**config.mk**
```make
export PLATFORM = sky130hd
export DESIGN_NAME = sdram_rw_arbiter
export DESIGN_NICKNAME = d
export VERILOG_FILES = /design/src/rtl/sdram_arb_pkg.sv /design/src/rtl/sdram_arb_timeout.sv /design/src/rtl/sdram_rw_arbiter.sv
export SDC_FILE = /design/constraint.sdc
export NUM_CORES = 1
export LEC_CHECK = 0
export CAP_MARGIN = 20
export CORE_AREA = 2 2 97 99
export CTS_CLUSTER_SIZE = 40
export DETAILED_ROUTE_END_ITERATION = 6
export DIE_AREA = 0 0 99 101
export PLACE_DENSITY_LB_ADDON = 0.3
export SYNTH_ARGS = -nofsm -noshare
export SYNTH_HDL_FRONTEND = slang
export SYNTH_SLANG_ARGS = --single-unit
```
**constraint.sdc**
```tcl
create_clock -name clk -period 2.7 [get_ports clk]
set_input_delay 0.54 -clock clk [delete_from_list [all_inputs] [get_ports clk]]
set_output_delay 0.54 -clock clk [all_outputs]
set_load 0.05 [all_outputs]
```
**src/rtl/sdram_arb_pkg.sv**
```systemverilog
// Shared types and defaults for the SDRAM reader/writer arbiter and its adapters.
package sdram_arb_pkg;

    localparam int SDRAM_ADDR_W = 24;   // bank(2) + row(13) + column(9)
    localparam int SDRAM_DATA_W = 16;

    // Bit positions inside the base controller iCall/oDone vectors
    localparam int CALL_RD = 0;
    localparam int CALL_WR = 1;

    typedef enum logic [1:0] {
        IDLE     = 2'd0,
        GRANT_RD = 2'd1,
        GRANT_WR = 2'd2,
        RELEASE  = 2'd3
    } arb_state_e;

    typedef enum logic {
        SRV_RD = 1'b0,
        SRV_WR = 1'b1
    } served_e;

endpackage

```
**src/rtl/sdram_arb_timeout.sv**
```systemverilog
// Grant watchdog: cleared when an access is granted, counts while it is
// outstanding, and flags the terminal count TIMEOUT_CYCLES-1.
module sdram_arb_timeout #(
    parameter int TIMEOUT_CYCLES = 4096
) (
    input  logic clk,
    input  logic rst_n,
    input  logic clear,
    input  logic run,
    output logic tc
);

    localparam int CNT_W = (TIMEOUT_CYCLES > 2) ? $clog2(TIMEOUT_CYCLES) : 1;
    localparam logic [CNT_W-1:0] LAST = CNT_W'(TIMEOUT_CYCLES - 1);

    logic [CNT_W-1:0] cnt;

    always_ff @(posedge clk) begin
        if (!rst_n) begin
            cnt <= '0;
        end else if (clear) begin
            cnt <= '0;
        end else if (run && !tc) begin
            cnt <= cnt + 1'b1;
        end
    end

    assign tc = (cnt == LAST);

endmodule

```
**src/rtl/sdram_rw_arbiter.sv**
```systemverilog
// Per-access arbiter sharing the SDRAM base controller between the display
// reader and the draw writer. SDRAM_ARB_ROUND_ROBIN_EN selects round-robin
// tie breaking; otherwise the reader always wins ties.
module sdram_rw_arbiter
    import sdram_arb_pkg::*;
#(
    parameter int ADDR_W         = SDRAM_ADDR_W,
    parameter int DATA_W         = SDRAM_DATA_W,
    parameter int TIMEOUT_CYCLES = 4096
) (
    input  logic              clk,
    input  logic              rst_n,
    input  logic              en,
    input  logic              rd_req,
    input  logic [ADDR_W-1:0] rd_addr,
    output logic              rd_done,
    output logic [DATA_W-1:0] rd_data,
    input  logic              wr_req,
    input  logic [ADDR_W-1:0] wr_addr,
    input  logic [DATA_W-1:0] wr_data,
    output logic              wr_done,
    output logic [1:0]        sd_call,
    output logic [ADDR_W-1:0] sd_addr,
    output logic [DATA_W-1:0] sd_wdata,
    input  logic [1:0]        sd_done,
    input  logic [DATA_W-1:0] sd_rdata,
    output logic              err
);

    arb_state_e state, state_nxt;
    logic       grant_rd, grant_wr;
    logic       pick_wr;
    logic       err_set;
    logic       tc;
    logic       in_grant;

`ifdef SDRAM_ARB_ROUND_ROBIN_EN
    served_e last_served;

    // On a tie the requester that was not served last goes next
    assign pick_wr = wr_req && (!rd_req || (last_served == SRV_RD));

    always_ff @(posedge clk) begin
        if (!rst_n) begin
            last_served <= SRV_WR;
        end else if (grant_rd) begin
            last_served <= SRV_RD;
        end else if (grant_wr) begin
            last_served <= SRV_WR;
        end
    end
`else
    // Display refresh must never underrun, so the reader wins every tie
    assign pick_wr = wr_req && !rd_req;
`endif

    assign in_grant = (state == GRANT_RD) || (state == GRANT_WR);

    sdram_arb_timeout #(
        .TIMEOUT_CYCLES(TIMEOUT_CYCLES)
    ) u_timeout (
        .clk  (clk),
        .rst_n(rst_n),
        .clear(grant_rd || grant_wr),
        .run  (in_grant),
        .tc   (tc)
    );

    always_comb begin
        state_nxt = state;
        grant_rd  = 1'b0;
        grant_wr  = 1'b0;
        rd_done   = 1'b0;
        wr_done   = 1'b0;
        err_set   = 1'b0;
        case (state)
            IDLE: begin
                if (en && (rd_req || wr_req)) begin
                    if (pick_wr) begin
                        grant_wr  = 1'b1;
                        state_nxt = GRANT_WR;
                    end else begin
                        grant_rd  = 1'b1;
                        state_nxt = GRANT_RD;
                    end
                end
            end
            GRANT_RD: begin
                if (sd_done[CALL_RD]) begin
                    rd_done   = rst_n;
                    state_nxt = RELEASE;
                end else if (tc) begin
                    err_set   = 1'b1;
                    state_nxt = RELEASE;
                end
            end
            GRANT_WR: begin
                if (sd_done[CALL_WR]) begin
                    wr_done   = rst_n;
                    state_nxt = RELEASE;
                end else if (tc) begin
                    err_set   = 1'b1;
                    state_nxt = RELEASE;
                end
            end
            RELEASE:  state_nxt = IDLE;
            default:  state_nxt = IDLE;
        endcase
    end

    always_ff @(posedge clk) begin
        if (!rst_n) begin
            state    <= IDLE;
            sd_call  <= 2'b00;
            sd_addr  <= '0;
            sd_wdata <= '0;
            err      <= 1'b0;
        end else begin
            state            <= state_nxt;
            // Decoded from the next state, so the two call bits are exclusive
            sd_call[CALL_RD] <= (state_nxt == GRANT_RD);
            sd_call[CALL_WR] <= (state_nxt == GRANT_WR);
            if (grant_rd) begin
                sd_addr <= rd_addr;
            end else if (grant_wr) begin
                sd_addr  <= wr_addr;
                sd_wdata <= wr_data;
            end
            if (err_set) begin
                err <= 1'b1;
            end
        end
    end

    assign rd_data = sd_rdata;

endmodule
```
==> results.json, run 1 <==
{
  "run_status": "finished clean",
  "synth_top_family_by_area": "simple AND/OR/NAND/NOR gates",
  "numCtsBuffers": 9,
  "drt-pass1-iter-count": 4,
  "die_w_um": 99,
  "synth_adder_area_share": 0.0239,
  "finalHoldViolCount": 0,
  "drtIter0Drc": 89,
  "postCtsSetupRepairBufs": 0,
  "drcViolationCount": 0,
  "grt.overflow.total": 0,
  "crit_slowest_cell": "clkdlybuf4s50_1",
  "grt_pass1_vias": 2306,
  "ys.flop_type": "dfxtp_1",
  "num_vias": 2422,
  "relSlewSlack": 0.599,
  "synthDistinctLibCells": 39,
  "pin_count": 148,
  "core_sq_um": 8980,
  "finalCritPeriodShare": 0.757,
  "clk_path_buf_depth": 2,
  "p_leak_nw": 1.53,
  "crit_path_start_kind": "input port",
  "portBuffers": 115,
  "fin_tns_setup_ps": 0,
  "cts_root_buffer": "clkbuf_8",
  "synth_area_per_cell_sq_um": 8.74,
  "layout_setup_ws_ps": 657,
  "viasPerCell": 4.70,
  "maxCapViolations": 0,
  "final_cells": 515,
  "crit_path_end_kind": "output pin",
  "crit_fanout": 4,
  "area_growth_pct": 52.3,
  "synth_seq_cells": 57,
  "crit_path_max_incr_delay_ps": 580,
  "synth_cells": 300,
  "finalCriticalPeriod_ps": 2040,
  "cts.sinks": 57,
  "min_path_type": "reg2reg",
  "ctsHoldBuffers": 0,
  "tightest_slew_ps": 600,
  "finalNetCount": 491,
  "synth_compound_area_frac": 0.166,
  "htreeDepth": 3,
  "clk_pin_slew_ps": 70,
  "initial_utilization": 0.292,
  "drt-total-wl_um": 6530,
  "syn_area_sq_um": 2620,
  "grt_pass1_wl_um": 10600,
  "antenna_found_initial": 0,
  "synth_warnings": 0,
  "grt_max_degree": 39,
  "dp_cells": 499,
  "path_cells": "clkdlybuf4s50_1, and3_1, buf_12",
  "insertion_delay_ps": 320,
  "report.final.slew_viol_count": 0,
  "rows": 35,
  "n_antenna_cell": 0,
  "rsz0062_at_grt": "no",
  "setup_viol": 0,
  "fin_util": 0.445,
  "skew_ps": 8.72,
  "die-area_sq_um": 10000,
  "synth_xor_xnor_area_share": 0.0100,
  "muxShareOfSynthArea": 0.0916,
  "track_usage": 0.133,
  "hpwl_um": 4760,
  "synthSimpleGateAreaFrac": 0.186,
  "antenna_left": 0,
  "async_flop_share": 0,
  "arrival_ps": 1500,
  "critPathKind": "in2out",
  "timing.hold.ws_ps": 456,
  "drive_above_1_share": 0.0668,
  "place_worst_setup_slack_ps": 544,
  "synth_edf_count": 0,
  "synthesis.nets": 392,
  "wire_per_inst_um": 12.7,
  "place_congestion": 0.815,
  "yosysSeqAreaShare": 0.435,
  "max_freq_ghz": 0.489,
  "cts_tree": "done",
  "die_y_um": 101,
  "vdd_drop_max_mv": 0.339,
  "power-per-cell-area_nw_per_um2": 757,
  "cts_resized": 0,
  "cp_data_required_time_ps": 2160
}
## per-stage QoR
stage / total power, mW / instance area [sq um]
global route: 3.21 / 3990
detailed placement: 2.27 / 3800
global placement: 2.25 / 3800
finish: 3.02 / 3990
CTS: 3.07 / 3990
floorplan: 1.90 / 2620
## flip-flops by register name, summed over array words and instances (netlist names)
register / count
err: 1
sd_call: 2
sd_wdata: 16
u_timeout.cnt: 12
state: 2
sd_addr: 24
## layout by cell type, fill, tap and decap left out, types with 3 or more instances in the layout
master	count
clkdlybuf4s50_1	113
dfxtp_1	57
nand2_1	37
nor2_1	36
a211oi_1	26
mux2i_1	24
a21oi_1	23
clkbuf_8	10
inv_1	8
o21ai_0	7
nand3_1	6
ha_1	5
or3_1	4
buf_12	4
and4_1	3
nand4_1	3
nor3_1	3
buf_4	3
## worst max-delay path, delay by kind of cell
| family | cells | cell delay [ps] |
|---|---|---|
| buf+inv | 2 | 730 |
| simple gates | 1 | 240 |
## per-layer routing
metal,track usage,up-vias,routed length (um)
met3,0.0465,9,535
met5,0,-,0
met4,0.0601,0,109
li1,-,1240,-
met1,0.161,1077,2950
met2,0.212,96,2940
## cell usage after synthesis, types with 3 or more instances
cell type  number  area (sq um)
mux2i_1        24           240
nor3_1          3          15.0
a211oi_1       26           195
buf_2           4          20.0
nor2_1         36           135
buf_4          18           135
inv_1           8          30.0
dfxtp_1        57          1140
clkbuf_1        9          33.8
and4_1          3          26.3
o21ai_0         7          35.0
nand3_1         6          30.0
nand2_1        37           139
nand4_1         3          18.8
ha_1            5          62.6
or3_1           4          25.0
a21oi_1        23           115
## power breakdown
part	switching, mW	internal [mW]	leakage, nW
sequential	0.0692	0.971	0.465
combinational	0.741	0.463	0.971
clock	0.331	0.448	0.0953
## final cells by class
| class | count | area [sq um] |
|---|---|---|
| Clock buffer | 11 | 141 |
| Clock inverter | 5 | 55.1 |
| Fill cell | 878 | 4980 |
| Inverter | 8 | 30.0 |
| Multi-Input combinational cell | 203 | 1250 |
| Sequential cell | 57 | 1140 |
| Tap cell | 111 | 139 |
| Timing Repair Buffer | 120 | 1230 |
## path summary, 6_finish.rpt
path	startpoint	to	slack (ps)	cells past startpoint
min reg2reg	sd_wdata[13]	sd_wdata[13]	460	2
max	rst_n	wr_done	660	3
min	sd_wdata[13]	sd_wdata[13]	460	2
max reg2reg	state[1]	u_timeout.cnt[11]	760	6
## kinds of logic (layout without fill, tap and decap cells)
kind of cell	count (synthesis)	in the layout
compound gates	66	66
xor+xnor	3	3
fa+ha+maj	5	5
buf+inv	40	144
flops	57	57
mux	24	24
simple gates	105	105
Note: power is estimated with default switching activity, not from simulation.
==> run 2, diff against run 1 <==
==> constraint.sdc (replaced) <==
create_clock -name clk -period 1.9 [get_ports clk]
set_input_delay 0.38 -clock clk [delete_from_list [all_inputs] [get_ports clk]]
set_output_delay 0.38 -clock clk [all_outputs]
set_load 0.05 [all_outputs]
==> run 2 against run 1 <==
Compared with the run above:
- non-clock buffer count rose by 7
- first-iteration DRC count fell by 7.9%
- register-to-register slack got worse by 680 ps
- combinational power rose by 48%
- core utilization rose by 1.5 points
- final cell count rose by 1.4%
- global-route usage rose by 0.63 points
- critical path depth fell by 2
- routed wire length rose by 4.3%
- sequential power rose by 42%
- sequential share of layout area fell by 0.90 points
- die area did not move
- critical path type is now reg2out
- critical endpoint is now sd_wdata[12]
- largest power group unchanged
- highest routed layer unchanged
==> results.json, run 2 (synthesized netlist as in run 1, its figures left out) <==
{
  "ctsHoldBuffers": 0,
  "core_sq_um": 8980,
  "drt-total-wl_um": 6810,
  "die_w_um": 99,
  "hold_start": "sd_wdata[8]",
  "place_congestion": 0.836,
  "crit_fanout": 2,
  "numCtsBuffers": 9,
  "min_path_type": "reg2reg",
  "grt_pass1_wl_um": 11200,
  "critPathKind": "reg2out",
  "grtUsageMet2": 0.222,
  "finalCritPeriodShare": 0.980,
  "cts.sinks": 57,
  "maxCapViolations": 0,
  "grt_pass1_vias": 2461,
  "portBuffers": 115,
  "mostFrequentLayoutCells": "81 x clkdlybuf4s50_1, 56 x dfxtp_1, 37 x nand2_1",
  "largest_reg_flops": 24,
  "rsz0062_at_grt": "no",
  "hold_end": "sd_wdata[8]",
  "vdd_drop_max_mv": 0.474,
  "relSlewSlack": 0.641,
  "p_leak_nw": 1.99,
  "setup_viol": 0,
  "antenna_left": 0,
  "finalCriticalPeriod_ps": 1860,
  "met1_usage": 0.166,
  "num_vias": 2516,
  "antenna_found_initial": 0,
  "arrival_ps": 1480,
  "htreeDepth": 3,
  "power-per-cell-area_nw_per_um2": 1100,
  "crit_path_max_incr_delay_ps": 810,
  "die_y_um": 101,
  "cp_data_required_time_ps": 1520,
  "r2r_end": "u_timeout.cnt[11]",
  "rows": 35,
  "viasPerCell": 4.82,
  "grt.met3_usage": 0.0444,
  "track_usage": 0.139,
  "grt.overflow.total": 0,
  "rr_worst_depth": 6,
  "n_antenna_cell": 0,
  "drt-pass1-iter-count": 4,
  "dp_cells": 506,
  "reg2reg_slack_ps": 80,
  "drcViolationCount": 0,
  "max_freq_ghz": 0.537,
  "final_cells": 522,
  "cts_tree": "done",
  "clk_path_buf_depth": 2,
  "top_register": "sd_addr",
  "drive_above_1_share": 0.109,
  "crit_buf_inv": 1,
  "die-area_sq_um": 10000,
  "pin_count": 148,
  "multiInputGateArea_sq_um": 1260,
  "finalHoldViolCount": 0,
  "area_growth_pct": 57.4,
  "fin_tns_setup_ps": 0,
  "path_cells": "clkdlybuf4s50_1",
  "initial_utilization": 0.292,
  "worstReg2RegStart": "state[0]",
  "skew_ps": 5.02,
  "largest_registers": "sd_addr x24, sd_wdata x16, u_timeout.cnt x12",
  "insertion_delay_ps": 340,
  "cts_root_buffer": "clkbuf_8",
  "tightest_slew_ps": 538,
  "report.final.slew_viol_count": 0,
  "run_status": "finished clean",
  "wire_per_inst_um": 13.0,
  "nFillCells": 876,
  "crit_path_end_kind": "output pin",
  "top_usage_layer": "met2",
  "crit_slowest_cell": "clkdlybuf4s50_1",
  "regArea_sq_um": 1140,
  "finalNetCount": 498,
  "crit_path_start_kind": "flop",
  "final_common_cell": "clkdlybuf4s50_1",
  "grt_max_degree": 33,
  "drtIter0Drc": 82,
  "clk_pin_slew_ps": 70,
  "critPathTopFamily": "buffers and inverters",
  "hpwl_um": 4990,
  "hold-path-cell-count": 2
}
-- run 2: changes by cell type in the layout (fill, tap and decap cells not counted), sizes merged --
cell           change
clkdlybuf4s50     -32
buf               +15
clkinvlp           -1
dlymetal6s2s      +23
dlygate4sd2        +1
bufinv             +1
-- run 2: report_power, final --
part | leakage (nW) | total [mW] | switching (mW) | internal [mW]
combinational | 1.40 | 1.77 | 1.09 | 0.685
sequential | 0.466 | 1.48 | 0.0962 | 1.38
clock | 0.115 | 1.30 | 0.491 | 0.805
total | 1.99 | 4.55 | 1.68 | 2.87
-- run 2: worst max-delay path by stage --
stage / slack (ps) / cells after the start / to / from
after floorplan: 200 / 6 / u_timeout.cnt[9] / state[1]
after global placement: -20 / 5 / u_timeout.cnt[10] / wr_req
after detailed placement: -20 / 5 / u_timeout.cnt[10] / wr_req
after CTS: 0.9 / 1 / err / err
after global routing: 0.6 / 6 / u_timeout.cnt[11] / state[0]
final: 40 / 1 / sd_wdata[12] / sd_wdata[12]
-- run 2: what timing repair did --
| item | in CTS | in global routing |
|---|---|---|
| resized for setup | 1 | 26 |
| buffers inserted | 0 | 0 |
| setup endpoints to repair | 1 | 27 |
| pin swaps | 0 | 0 |
-- run 2: metal layers --
layer | wire length, um | vias up
met4 | 157 | 0
met2 | 3040 | 108
met3 | 653 | 12
met5 | 0 | -
li1 | - | 1249
met1 | 2960 | 1147
-- run 2: through the flow --
| stage | power (mW) | instance area [sq um] | util | setup slack [ps] | hold WS, ps |
|---|---|---|---|---|---|
| after CTS | 4.60 | 4060 | 0.452 | 0.898 | 457 |
| after global placement | 3.25 | 3830 | 0.427 | -17.1 | 441 |
| after global routing | 4.80 | 4130 | 0.460 | 0.612 | 479 |
| after detailed placement | 3.28 | 3830 | 0.427 | -22.0 | 447 |
| after floorplan | 2.70 | 2620 | - | 196 | 462 |
| final | 4.55 | 4130 | 0.460 | 38.9 | 453 |
-- run 2: area by class of cell --
class                   instances  area share
inverters                       8     0.00727
flip-flops and latches         57       0.277
well taps                     111      0.0336
clock inverters                 5      0.0188
clock buffers                  11      0.0367
multi-input cells             203       0.306
repair buffers                127       0.320
